$ cat config.mk
export PLATFORM = sky130hd
export DESIGN_NAME = turn_decoder
export DESIGN_NICKNAME = d
export VERILOG_FILES = /design/src/rtl/turn_pkg.sv /design/src/rtl/turn_pat_classify.sv /design/src/rtl/turn_decoder.sv
export SDC_FILE = /design/constraint.sdc
export NUM_CORES = 1
export LEC_CHECK = 0
export ABC_AREA = 0
export CORE_UTILIZATION = 39
export DETAILED_ROUTE_END_ITERATION = 10
export PLACE_DENSITY = 0.76
export SYNTH_ARGS = -nofsm -noshare
export SYNTH_HDL_FRONTEND = slang
export SYNTH_HIERARCHICAL = 1
export SYNTH_SLANG_ARGS = --single-unit
$ cat constraint.sdc
create_clock -name clock -period 2.09 [get_ports clock]
set_clock_uncertainty 0.2 [all_clocks]
set_input_delay 0.209 -clock clock [delete_from_list [all_inputs] [get_ports clock]]
set_output_delay 0.209 -clock clock [all_outputs]
set_load 0.02 [all_outputs]
$ cat src/rtl/turn_pkg.sv
// ============================================================================
//  Module      : turn_pkg
//  Description : Shared types and lamp-pattern constants for the turn-signal
//                sequencer/decoder pair.
//  Revision    : 1.0 - initial release
// ============================================================================
`default_nettype none

package turn_pkg;

  localparam logic [2:0] PAT_OFF = 3'b000;
  localparam logic [2:0] PAT_L1  = 3'b001;
  localparam logic [2:0] PAT_L2  = 3'b011;
  localparam logic [2:0] PAT_L3  = 3'b111;
  localparam logic [2:0] PAT_R1  = 3'b100;
  localparam logic [2:0] PAT_R2  = 3'b110;
  localparam logic [2:0] PAT_R3  = 3'b111;

  typedef enum logic [3:0] {
    ST_IDLE = 4'd0,
    ST_L0   = 4'd1,
    ST_L1   = 4'd2,
    ST_L2   = 4'd3,
    ST_L3   = 4'd4,
    ST_R0   = 4'd5,
    ST_R1   = 4'd6,
    ST_R2   = 4'd7,
    ST_R3   = 4'd8
  } turn_state_e;

  typedef enum logic [2:0] {
    PC_OFF     = 3'd0,
    PC_L1      = 3'd1,
    PC_L2      = 3'd2,
    PC_L3      = 3'd3,
    PC_R1      = 3'd4,
    PC_R2      = 3'd5,
    PC_R3      = 3'd6,
    PC_ILLEGAL = 3'd7
  } pat_class_e;

  function automatic logic is_left(input turn_state_e s);
    return (s == ST_L0) || (s == ST_L1) || (s == ST_L2) || (s == ST_L3);
  endfunction

  function automatic logic is_right(input turn_state_e s);
    return (s == ST_R0) || (s == ST_R1) || (s == ST_R2) || (s == ST_R3);
  endfunction

endpackage

`default_nettype wire

$ cat src/rtl/turn_pat_classify.sv
// ============================================================================
//  Module      : turn_pat_classify
//  Description : Combinational classifier of a (left, right) lamp pattern pair.
//  Revision    : 1.0 - initial release
// ============================================================================
`default_nettype none

module turn_pat_classify
  import turn_pkg::*;
(
  input  logic [2:0] l_lamp,
  input  logic [2:0] r_lamp,
  output pat_class_e pat_class
);

  // PAT_L3 and PAT_R3 share an encoding; which side is dark disambiguates.
  always_comb begin
    pat_class = PC_ILLEGAL;
    if (r_lamp == PAT_OFF) begin
      case (l_lamp)
        PAT_OFF: pat_class = PC_OFF;
        PAT_L1:  pat_class = PC_L1;
        PAT_L2:  pat_class = PC_L2;
        PAT_L3:  pat_class = PC_L3;
        default: pat_class = PC_ILLEGAL;
      endcase
    end else if (l_lamp == PAT_OFF) begin
      case (r_lamp)
        PAT_R1:  pat_class = PC_R1;
        PAT_R2:  pat_class = PC_R2;
        PAT_R3:  pat_class = PC_R3;
        default: pat_class = PC_ILLEGAL;
      endcase
    end
  end

endmodule

`default_nettype wire

$ cat src/rtl/turn_decoder.sv
// ============================================================================
//  Module      : turn_decoder
//  Description : Tracks left/right lamp sweeps, counts completed sweeps and
//                flags illegal patterns. TURN_DEC_ERR_CNT_EN adds err_count.
//  Revision    : 1.0 - initial release
// ============================================================================
`default_nettype none

module turn_decoder
  import turn_pkg::*;
#(
  parameter int CNT_W = 8
) (
  input  logic             clock,
  input  logic             reset_n,
  input  logic             sample_en,
  input  logic [2:0]       l_lamp,
  input  logic [2:0]       r_lamp,
  input  logic             err_clr,
  output logic             left_active,
  output logic             right_active,
  output logic [CNT_W-1:0] sweep_count,
  output logic             seq_error
`ifdef TURN_DEC_ERR_CNT_EN
  ,
  output logic [7:0]       err_count
`endif
);

  localparam logic [CNT_W-1:0] C_CNT_ONE = {{(CNT_W-1){1'b0}}, 1'b1};

  turn_state_e      r_state;
  turn_state_e      w_state_nxt;
  pat_class_e       w_class;
  logic [2:0]       r_prev_l;
  logic [2:0]       r_prev_r;
  logic             w_held;
  logic             w_err;
  logic             w_cnt_inc;
  logic [CNT_W-1:0] r_sweep_cnt;
  logic             r_seq_err;

  turn_pat_classify u_classify (
    .l_lamp    (l_lamp),
    .r_lamp    (r_lamp),
    .pat_class (w_class)
  );

  assign w_held = (l_lamp == r_prev_l) && (r_lamp == r_prev_r) &&
                  ((l_lamp | r_lamp) != PAT_OFF);

  always_comb begin
    w_state_nxt = r_state;
    w_err       = 1'b0;
    w_cnt_inc   = 1'b0;
    case (w_class)
      PC_OFF: begin
        if (r_state == ST_L3) begin
          w_state_nxt = ST_L0;
          w_cnt_inc   = 1'b1;
        end else if (r_state == ST_R3) begin
          w_state_nxt = ST_R0;
          w_cnt_inc   = 1'b1;
        end else begin
          w_state_nxt = ST_IDLE;
        end
      end
      PC_L1: begin
        if (r_state == ST_IDLE || r_state == ST_L0 || is_right(r_state))
          w_state_nxt = ST_L1;
        else
          w_err = 1'b1;
      end
      PC_L2: if (r_state == ST_L1) w_state_nxt = ST_L2; else w_err = 1'b1;
      PC_L3: if (r_state == ST_L2) w_state_nxt = ST_L3; else w_err = 1'b1;
      PC_R1: begin
        if (r_state == ST_IDLE || r_state == ST_R0 || is_left(r_state))
          w_state_nxt = ST_R1;
        else
          w_err = 1'b1;
      end
      PC_R2: if (r_state == ST_R1) w_state_nxt = ST_R2; else w_err = 1'b1;
      PC_R3: if (r_state == ST_R2) w_state_nxt = ST_R3; else w_err = 1'b1;
      default: w_err = 1'b1;
    endcase
    // A repeated pattern is an error even where the table alone would accept it.
    if (w_held)
      w_err = 1'b1;
    if (w_err) begin
      w_state_nxt = ST_IDLE;
      w_cnt_inc   = 1'b0;
    end
    if (!sample_en) begin
      w_state_nxt = r_state;
      w_err       = 1'b0;
      w_cnt_inc   = 1'b0;
    end
  end

  always_ff @(posedge clock or negedge reset_n) begin
    if (!reset_n) begin
      r_state     <= ST_IDLE;
      r_prev_l    <= PAT_OFF;
      r_prev_r    <= PAT_OFF;
      r_sweep_cnt <= '0;
      r_seq_err   <= 1'b0;
    end else begin
      r_state <= w_state_nxt;
      if (sample_en) begin
        r_prev_l <= l_lamp;
        r_prev_r <= r_lamp;
      end
      if (w_cnt_inc)
        r_sweep_cnt <= r_sweep_cnt + C_CNT_ONE;
      if (w_err)
        r_seq_err <= 1'b1;
      else if (err_clr)
        r_seq_err <= 1'b0;
    end
  end

  assign left_active  = is_left(r_state);
  assign right_active = is_right(r_state);
  assign sweep_count  = r_sweep_cnt;
  assign seq_error    = r_seq_err;

`ifdef TURN_DEC_ERR_CNT_EN
  logic [7:0] r_err_cnt;

  always_ff @(posedge clock or negedge reset_n) begin
    if (!reset_n)
      r_err_cnt <= 8'd0;
    else if (w_err && err_clr)
      r_err_cnt <= 8'd1;
    else if (err_clr)
      r_err_cnt <= 8'd0;
    else if (w_err && (r_err_cnt != 8'hFF))
      r_err_cnt <= r_err_cnt + 8'd1;
  end

  assign err_count = r_err_cnt;
`endif

endmodule

`default_nettype wire

==> out/metrics.cfg <==
[sta]
drv_slew=0
period_share_pct=103
hold_viol=0
fin_ws_ns=-0.0525
rsz0062_at_grt=yes
fmax_ghz=0.467
relSlewSlack_pct=76.4
tightest_slew_ns=0.353
hold_slack_ns=0.0425
setup_violations=2
finalCriticalPeriod_ns=2.14
tns_ns=-0.0898

[critical_path]
r2r_slack_ns=-0.05
critPathLaunchType=flip-flop
crit_path_cell_trace=or4_4, o21ai_4, a2111oi_4, buf_12, nor4_2, xor2_1
cp.arrival_ns=2.15
crit_required_ns=2.10
critical_path.max_stage_delay_ns=0.55
endpoint_kind=flip-flop
r2r_cells=6
r2r_start=r_prev_l[2]$_DFFE_PN0P_
r2r-end=sweep_count[7]$_DFFE_PN0P_
crit_type=reg2reg
critPathLaunch=r_prev_l[2]$_DFFE_PN0P_
path_max_fanout=9
critPathSlowestCell=or4_4

[global_routing]
grt_pass1_wl_mm=5.13
antenna_found_initial=0
grt.total_usage_pct=20.0
first_global_vias=1145
grt_start_max_net_pins=20
grt_overflow_total=0

[die]
die_y_um=58.5
io_pins=21
start_util_pct=40.8
die-area_mm2=0.00343
fp.dieW_um=58.5
coreArea_mm2=0.00305
row_count=20

[place]
port_buffers=20
dpl.hpwl_mm=2.34
place_area_mm2=0.00170
dpl.cell_count=207
gp_congestion=0.854

[yosys]
ys_seq_area_share_pct=38.2
synth_nets=132
synth_edf_count=0
synthesis.area_mm2=0.00125
synth_top_cell_area_share_pct=38.2
synth_area_leader_cell=dfrtp_1
ys_seq_elements=19
synth_ff_type=dfrtp_1
synth.most_common_cell=dfrtp_1
yosysWarnings=6
avgSynthCellArea_um2=10.3
synthTopCellsByCount=19 x dfrtp_1, 10 x xor2_1, 8 x nor2_1
synthArstFlopShare_pct=100
netlist_top_cells_area=dfrtp_1 38%, xor2_1 7.0%, mux2_2 6.3%
synth.distinct_cells=42
syn_inst=121

[route]
wl_per_cell_um=14.6
met2_length_mm=1.77
drc=0
met3_length_um=72
drt_iter0_drc=27
highest_layer=met4
num_vias=1116
m1WireLength_mm=1.29
via_per_inst=5.14
routed_wirelength_mm=3.18
drt_pre_antenna_iters=4
ant_nets=0

[pwr]
vdd_drop_max_uv=279
p_leak_nw=0.869
p_total_mw=0.744
powerDensity_mw_per_mm2=397

[run]
maxCapViolations=0

[finish]
drive_above_1_share_pct=43.4
diodes=0
area_delta_synth_final_pct=50.4
finalNetCount=185
finalNonFillerCells=217
design_area_mm2=0.00187

[cts]
clock-root-buffer=clkbuf_4
ctsLongestPathBuffers=2
cts_sinks=19
insertion_delay_ns=0.29
path_clk_slew_ns=0.10
ctsHoldBuffers=0
tritoncts=yes
cts_buffers=3
htree_levels=1

[hold_path]
hp-class=in2async

[status]
status=finished with violations
violations=setup timing

[cell type report]
cell class | count | area, um^2
tap | 44 | 55.1
sequential | 19 | 477
inverter | 4 | 15.0
multi-input combinational | 91 | 817
fill | 282 | 1180
timing repair buffer | 55 | 484
clock buffer | 4 | 26.3
[what timing repair did]
action,CTS,global route
endpoints found under the setup margin,15,15
gates resized for setup,14,23
pin swaps,11,12
buffers inserted,2,5
cloned,0,0
[flip-flops by register name (all words and copies together), names as in the netlist]
| register | flops |
|---|---|
| r_prev_r | 3 |
| r_prev_l | 3 |
| r_state | 4 |
| sweep_count | 8 |
| seq_error | 1 |
[metal layers]
layer  track usage [%]  vias up
li1                  -      544
met1              21.9      542
met2              38.8       23
met3              3.96        7
met4              5.78        0
met5                 0        -
[metrics by stage]
stage | setup slack (ns) | util [%]
detailed placement | -0.672 | 55.8
floorplan | 0.0110 | -
global placement | -0.566 | 55.8
global route | -0.0898 | 61.4
finish | -0.0525 | 61.4
CTS | -0.0687 | 58.6
[how the worst max path moves through the flow]
stage                                            end  slack, ns  cells after the start
final                     sweep_count[7]$_DFFE_PN0P_      -0.05                      6
after global routing      sweep_count[7]$_DFFE_PN0P_      -0.09                      6
after CTS                 sweep_count[1]$_DFFE_PN0P_      -0.07                      6
after detailed placement      r_state[3]$_DFFE_PN0P_      -0.67                      8
after global placement        r_state[3]$_DFFE_PN0P_      -0.57                      8
after floorplan               r_state[3]$_DFFE_PN0P_       0.01                      8
[cells in the final DEF (no fill, tap or decap), types with 2 or more instances in the layout]
master            n
buf_4            28
dfrtp_1          18
clkdlybuf4s50_1  12
xor2_1           10
mux2_2            7
nand2_1           6
nand3_1           6
buf_6             6
nor2_1            5
nor3_1            5
xnor2_1           4
inv_1             4
nor2_2            3
o21ai_0           3
nand3b_1          3
a22o_1            3
clkbuf_4          3
clkbuf_2          3
dlymetal6s2s_1    3
nor3_2            2
or4_4             2
a21oi_1           2
a21oi_2           2
nor4_2            2
[kinds of logic (layout without fill, tap and decap cells)]
logic type                 after synthesis  in the layout  synth area share [%]
adders and majority gates                1              1                  1.00
buffers and inverters                   11             63                  4.32
and+or+nand+nor                         45             45                  24.1
muxes                                    8              8                  7.13
xor gates and xnor gates                15             15                  10.5
AOI/OAI and AO/OA                       22             22                  14.8
DFF                                     19             19                  38.2
[critical path, delay by kind of cell (launching register included)]
kind | cells | cell delay, ns
AOI/OAI and AO/OA | 2 | 0.28
xor gates and xnor gates | 1 | 0.20
buffers and inverters | 1 | 0.16
DFF | 1 | 0.39
and+or+nand+nor | 2 | 0.83
[where the power goes]
part           switching, mW  internal (mW)  total, mW
combinational         0.0830         0.0911      0.174
clock                  0.103         0.0741      0.177
sequential            0.0118          0.382      0.393
total                  0.198          0.547      0.744
(Power assumes the default switching activity.)
